--- config.mk ---
export PLATFORM = sky130hd
export DESIGN_NAME = instruction_fetch
export DESIGN_NICKNAME = d
export VERILOG_FILES = /design/src/rtl/fetch_pkg.sv /design/src/rtl/instruction_fetch.sv
export SDC_FILE = /design/constraint.sdc
export NUM_CORES = 1
export LEC_CHECK = 0
export CAP_MARGIN = 20
export CORE_ASPECT_RATIO = 0.75
export CORE_MARGIN = 8
export CORE_UTILIZATION = 41
export DETAILED_ROUTE_END_ITERATION = 12
export PLACE_DENSITY_LB_ADDON = 0.08
export SLEW_MARGIN = 5
export SYNTH_ARGS = -nofsm -noshare
export SYNTH_HDL_FRONTEND = slang
export SYNTH_SLANG_ARGS = --single-unit
export TNS_END_PERCENT = 100
--- constraint.sdc ---
create_clock -name clk -period 3.2 [get_ports clk]
set_input_delay 0.64 -clock clk [delete_from_list [all_inputs] [get_ports clk]]
set_output_delay 0.64 -clock clk [all_outputs]
set_load 0.01 [all_outputs]
--- src/rtl/fetch_pkg.sv ---
// Shared types and defaults for the instruction fetch stage.
package fetch_pkg;

    typedef enum logic [1:0] {
        IDLE = 2'd0,
        REQ  = 2'd1,
        WAIT = 2'd2,
        HOLD = 2'd3
    } fetch_state_t;

    localparam int unsigned PC_STEP_DEFAULT      = 4;
    localparam int unsigned RESET_VECTOR_DEFAULT = 0;

endpackage

--- src/rtl/instruction_fetch.sv ---
// Instruction fetch: reads the PC, fetches over req/gnt/rvalid, hands the word
// to decode over valid/ready, and steers the program counter's next value.
//
// state | meaning
// ------+--------------------------------------------------------------
// IDLE  | out of reset, PC forced to the reset vector
// REQ   | mem_req high, mem_addr held until the memory grants
// WAIT  | request granted, waiting for rvalid (dropped if flush is set)
// HOLD  | instr/instr_pc valid to decode until accepted or redirected
module instruction_fetch
    import fetch_pkg::*;
#(
    parameter int unsigned ADDR_W       = 32,
    parameter int unsigned DATA_W       = 32,
    parameter int unsigned PC_STEP      = PC_STEP_DEFAULT,
    parameter logic [ADDR_W-1:0] RESET_VECTOR = ADDR_W'(RESET_VECTOR_DEFAULT)
) (
    input  logic              clk,
    input  logic              clr_n,
    input  logic [ADDR_W-1:0] pc,
    output logic [ADDR_W-1:0] pc_next,
    output logic              mem_req,
    output logic [ADDR_W-1:0] mem_addr,
    input  logic              mem_gnt,
    input  logic              mem_rvalid,
    input  logic [DATA_W-1:0] mem_rdata,
    input  logic              br_taken,
    input  logic [ADDR_W-1:0] br_target,
    output logic [DATA_W-1:0] instr,
    output logic [ADDR_W-1:0] instr_pc,
    output logic              instr_valid,
    input  logic              instr_ready,
    output logic              misalign_err
);

    fetch_state_t      state;
    fetch_state_t      state_nxt;
    logic              flush;
    logic              flush_nxt;
    logic              load_instr;
    logic              br_act;
    logic [ADDR_W-1:0] br_addr;

    // A redirect during IDLE is ignored so the first fetch always uses the
    // reset vector; the target is word-aligned by dropping the low bits.
    assign br_act  = br_taken && (state != IDLE);
    assign br_addr = {br_target[ADDR_W-1:2], 2'b00};

    assign mem_req     = (state == REQ);
    assign instr_valid = (state == HOLD);

    // Next PC mux: redirect, reset vector, sequential step on handoff, or hold.
    always_comb begin
        if (br_act) begin
            pc_next = br_addr;
        end else if (state == IDLE) begin
            pc_next = RESET_VECTOR;
        end else if ((state == HOLD) && instr_ready) begin
            pc_next = pc + ADDR_W'(PC_STEP);
        end else begin
            pc_next = pc;
        end
    end

    // Next-state logic; flush remembers that an outstanding response is stale.
    always_comb begin
        state_nxt  = state;
        flush_nxt  = flush;
        load_instr = 1'b0;
        case (state)
            IDLE: state_nxt = REQ;
            REQ: begin
                if (br_act) flush_nxt = 1'b1;
                if (mem_gnt) state_nxt = WAIT;
            end
            WAIT: begin
                if (mem_rvalid) begin
                    if (flush || br_act) begin
                        flush_nxt = 1'b0;
                        state_nxt = REQ;
                    end else begin
                        load_instr = 1'b1;
                        state_nxt  = HOLD;
                    end
                end else if (br_act) begin
                    flush_nxt = 1'b1;
                end
            end
            HOLD: begin
                if (br_act || instr_ready) state_nxt = REQ;
            end
            default: state_nxt = IDLE;
        endcase
    end

    // State and flush registers.
    always_ff @(posedge clk or negedge clr_n) begin
        if (!clr_n) begin
            state <= IDLE;
            flush <= 1'b0;
        end else begin
            state <= state_nxt;
            flush <= flush_nxt;
        end
    end

    // Fetch address loads on every entry to REQ, the same edge the PC takes pc_next.
    always_ff @(posedge clk or negedge clr_n) begin
        if (!clr_n) begin
            mem_addr <= RESET_VECTOR;
        end else if ((state_nxt == REQ) && (state != REQ)) begin
            mem_addr <= pc_next;
        end
    end

    // Capture the returned word and the address it came from.
    always_ff @(posedge clk or negedge clr_n) begin
        if (!clr_n) begin
            instr    <= '0;
            instr_pc <= '0;
        end else if (load_instr) begin
            instr    <= mem_rdata;
            instr_pc <= mem_addr;
        end
    end

    // One-cycle flag for a redirect target that is not word-aligned.
    always_ff @(posedge clk or negedge clr_n) begin
        if (!clr_n) begin
            misalign_err <= 1'b0;
        end else begin
            misalign_err <= br_act && (br_target[1:0] != 2'b00);
        end
    end

endmodule

Word level (Yosys, flattened, before mapping)
Index checks and enable logic that the tools add are counted.

Flip-flop bits (word level): 100. Input bits: 102.

$add $sub $neg: 1. Equal/unequal tests: 6. Multiplexer cells: 15. Reductions and logical operators: 11.

Operator list (number): two-way mux 32 bit (3); adder 32 x 3 -> 32 bit, second input constant (1); two-way mux 2 bit (4); one-hot mux 2 bit (4 select lines) (1); two-way mux 1 bit (6); nonzero test 2 bit (3); == test 2 x 1 -> 1 bit, second input constant (2); == test 2 bit, second input constant (2); logical AND 1 bit (4); inequality test 3 bit, second input constant (1); zero test 2 bit (1); logical OR 1 bit (2); inequality test 2 x 1 -> 1 bit, second input constant (1); one-hot mux 1 bit (2 select lines) (1); AND reduction 2 bit (1).

Depth between registers and ports, before layout
Word-level depth: 8. Mapped depth: 8. Gate-level depth less buffers: 6.

Least setup slack after synthesis
No wires, ideal clock.

Path kind: input -> output. Start: input port pc[2]. End: output port pc_next[26]. Arrival time: 2.254 ns. Setup slack: 0.306 ns. Stages on the path: 6. Buffers on the path: 1. Cells stage by stage: ha_1 -> nand4_4 -> or4_1 -> clkbuf_2 -> or4b_1 -> nand3_1.

Cells in the longest elaborated chain, start to end: 4.

RTL lines: start, declared (RTL line instruction_fetch.sv:20) `input logic [ADDR_W-1:0] pc,`; adder 32 x 3 -> 32 bit (RTL line instruction_fetch.sv:59) `pc_next = pc + ADDR_W'(PC_STEP);`; two-way mux 32 bit (RTL line instruction_fetch.sv:58) `end else if ((state == HOLD) && instr_ready) begin`; two-way mux 32 bit (RTL line instruction_fetch.sv:56) `end else if (state == IDLE) begin`; two-way mux 32 bit (RTL line instruction_fetch.sv:54) `if (br_act) begin`; end, declared (RTL line instruction_fetch.sv:21) `output logic [ADDR_W-1:0] pc_next,`.

Every way passes these cells.

Worst setup path in the final report
Start: input port pc[23]. End: output port pc_next[24].

Same word-level chain as after synthesis.

==> flow_summary.yaml <==
drt:
  first_pass_iters: 5
  drt_wl_total_um: 18000
  route.detailed.drc: 0
  num_vias: 4724
  ant_nets: 0
  detail_route.vias_per_cell: 5.24
  drtIter0Drc: 293
  wl_per_cell_um: 19.9
outcome:
  violations: "setup timing"
  status: "finished, violations left"
sta:
  period_minus_slack_ns: 3.20
  worst_slew_pin_slew_ns: 0.707
  rsz0062_at_grt: "true"
  tns_ns: -0.00152
  hold_viol_final: 0
  period_share_pct: 100
  skew_ns: 0.00335
  fmax_ghz: 0.312
  slew_violations: 0
  setup_slack_ns: -0.00152
  slew_headroom_pct: 52.9
  setup_viol_count_final: 1
pwr:
  power-per-cell-area_mw_per_mm2: 731
  p_leak_nw: 3.86
  peakVddDrop_mv: 0.529
grt:
  met1_usage_pct: 28.6
  grt.total_usage_pct: 22.8
  grt_antenna_before_repair: 0
  grt_pass1_vias: 5034
  grt_max_degree: 53
  grtUsageMet3_pct: 7.06
  grt_pass1_wl_um: 27600
  overflow: 0
  busiest_layer: "met2"
  met2_usage_pct: 38.0
placed_design:
  dp_cells: 876
  gp_congestion: 0.912
  dpl_cell_area_mm2: 0.00790
  numPortBuffers: 232
  pre_cts_ws_ns: -0.835
  dp_hpwl_um: 13800
cts:
  path_clk_slew_ns: 0.07
  cts_hold_buf: 0
  cts_made_buffers: 9
  cts_sinks: 100
  cts_tree: "built"
  cts_root_buf: "clkbuf_16"
  htree_levels: 3
  clock_latency_ns: 0.34
  clockBufferDepth: 2
setup_path:
  cp_common_cell: "or4_4"
  crit_required_ns: 2.56
  endpoint_kind: "output port"
  cp_cell_sequence: "clkdlybuf4s50_1 -> nand2_1 -> or4_4 -> buf_4 -> or4_4 -> nand3_4 -> buf_6"
  worst-setup-path-type: "in2out"
  cpPeakStageDelay_ns: 0.53
  crit_slowest_cell: "or4_4"
  cp.arrival_ns: 2.56
  cp-start-kind: "input port"
  crit_fanout: 4
cells_and_area:
  n_fill_cell: 876
  fin_area_mm2: 0.00849
  seq_area_mm2: 0.00250
  antenna_cells: 0
  finalNetCount: 838
  instances_no_fill: 902
  areaGrowthSynthToFinish_pct: 74.4
  fin_util_pct: 73.4
  drive_gt1_share_pct: 33.2
  multiInputGateArea_mm2: 0.00254
synthesis:
  synthCells: 428
  avgSynthCellArea_um2: 11.4
  yosys-top-cells-count: "100 x dfrtp_1, 85 x mux2_2, 54 x nand2_1"
  yosysMostFrequentCell: "dfrtp_1"
  ys.flop_type: "dfrtp_1"
  ys_warn_count: 0
  ys_ff_latch: 100
  synth.top_cell.area_share_pct: 51.4
  synth_edf_count: 0
  yosysSeqAreaShare_pct: 51.4
  syn_area_mm2: 0.00487
  synth_area_leaders: "dfrtp_1 51%, mux2_2 20%, nand2_1 4.2%, o21ai_0 2.0%, nand3_1 1.5%"
  synth.distinct_cells: 46
  synthArstFlopShare_pct: 100
  syn_nets: 531
  synth_top_area_cell: "dfrtp_1"
floorplanning:
  rows: 34
  die_area_mm2: 0.0157
  die_h_um: 110
  die_x_um: 142
  floorplan.core_area_mm2: 0.0116
  start_util_pct: 42.1
  ios: 233
run:
  max_cap_violations: 0
min_path:
  hp-class: "in2async"
## sequential cells by signal, indices dropped and copies added (netlist names)
name,flops
instr,32
instr_pc,32
state,2
flush,1
misalign_err,1
mem_addr,32
## worst max-delay path: cells and delay by family
kind / cells / cell delay, ns
buf+inv: 3 / 0.77
simple gates: 4 / 1.13
## cell families after synthesis
logic type,count (synthesis),synth area share [%]
muxes,87,20.2
xor gates and xnor gates,14,2.52
and+or+nand+nor,147,15.6
buffers and inverters,22,1.82
DFF,100,51.4
adders and majority gates,1,0.257
AOI/OAI and AO/OA,57,8.20
## stage by stage
stage | total power, W | hold slack [ns]
floorplan | 0.00334 | 0.344
global placement | 0.00510 | 0.483
detailed placement | 0.00520 | 0.492
CTS | 0.00626 | 0.351
global route | 0.00657 | 0.380
finish | 0.00621 | 0.330
## what timing repair did
item	in CTS	in global routing
setup endpoints to repair	29	19
gates resized for setup	114	46
pin swaps	11	20
buffers inserted	7	3
## placed cells by master (no fill, tap or decap), types with 5 or more instances in the layout
cell and count:
nor3_1 7, nand4_1 10, xnor2_1 7, nand2_1 51, o21ai_1 7, clkdlybuf4s50_1 181, clkbuf_2 6, o21ai_0 9
dfrtp_1 100, nor2_1 17, buf_2 5, nand3_1 8, clkbuf_16 9, dlymetal6s2s_1 12, mux2_2 85, a31oi_1 6
nor2b_1 5, dlygate4sd2_1 22, buf_6 7, nor4_2 5, a221o_1 6, nand3_4 5, buf_4 78
## layer usage
metal / share of wire (%) / up-vias
li1: - / 2193
met1: 43 / 2290
met2: 47 / 218
met3: 8.6 / 23
met4: 1.3 / 0
met5: 0 / -
## worst paths after layout
kind	startpoint	end	cells after the start	slack, ns
max	pc[23]	pc_next[24]	7	-0.002
max in group asynchronous	clr_n	mem_addr[17]	2	2.11
min in group clk	instr_pc[3]	instr_pc[3]	1	0.50
min	clr_n	instr[7]	1	0.33
max reg2reg	state[1]	mem_addr[23]	8	0.95
min reg2reg	instr_pc[3]	instr_pc[3]	1	0.50
## cell type report
class,instances,share of cell area (%)
Timing Repair Buffer,316,34.7
Clock inverter,6,0.619
Sequential cell,100,29.5
Multi-Input combinational cell,306,29.9
Tap cell,162,2.39
Clock buffer,10,2.81
Inverter,2,0.0884
## power by group
| part | internal, W | switching, W |
|---|---|---|
| Combinational | 0.00177 | 0.00130 |
| Clock | 0.000562 | 0.000512 |
| Sequential | 0.00177 | 0.000301 |
| Total | 0.00410 | 0.00211 |
No activity file was read; power rests on OpenSTA's default activity.
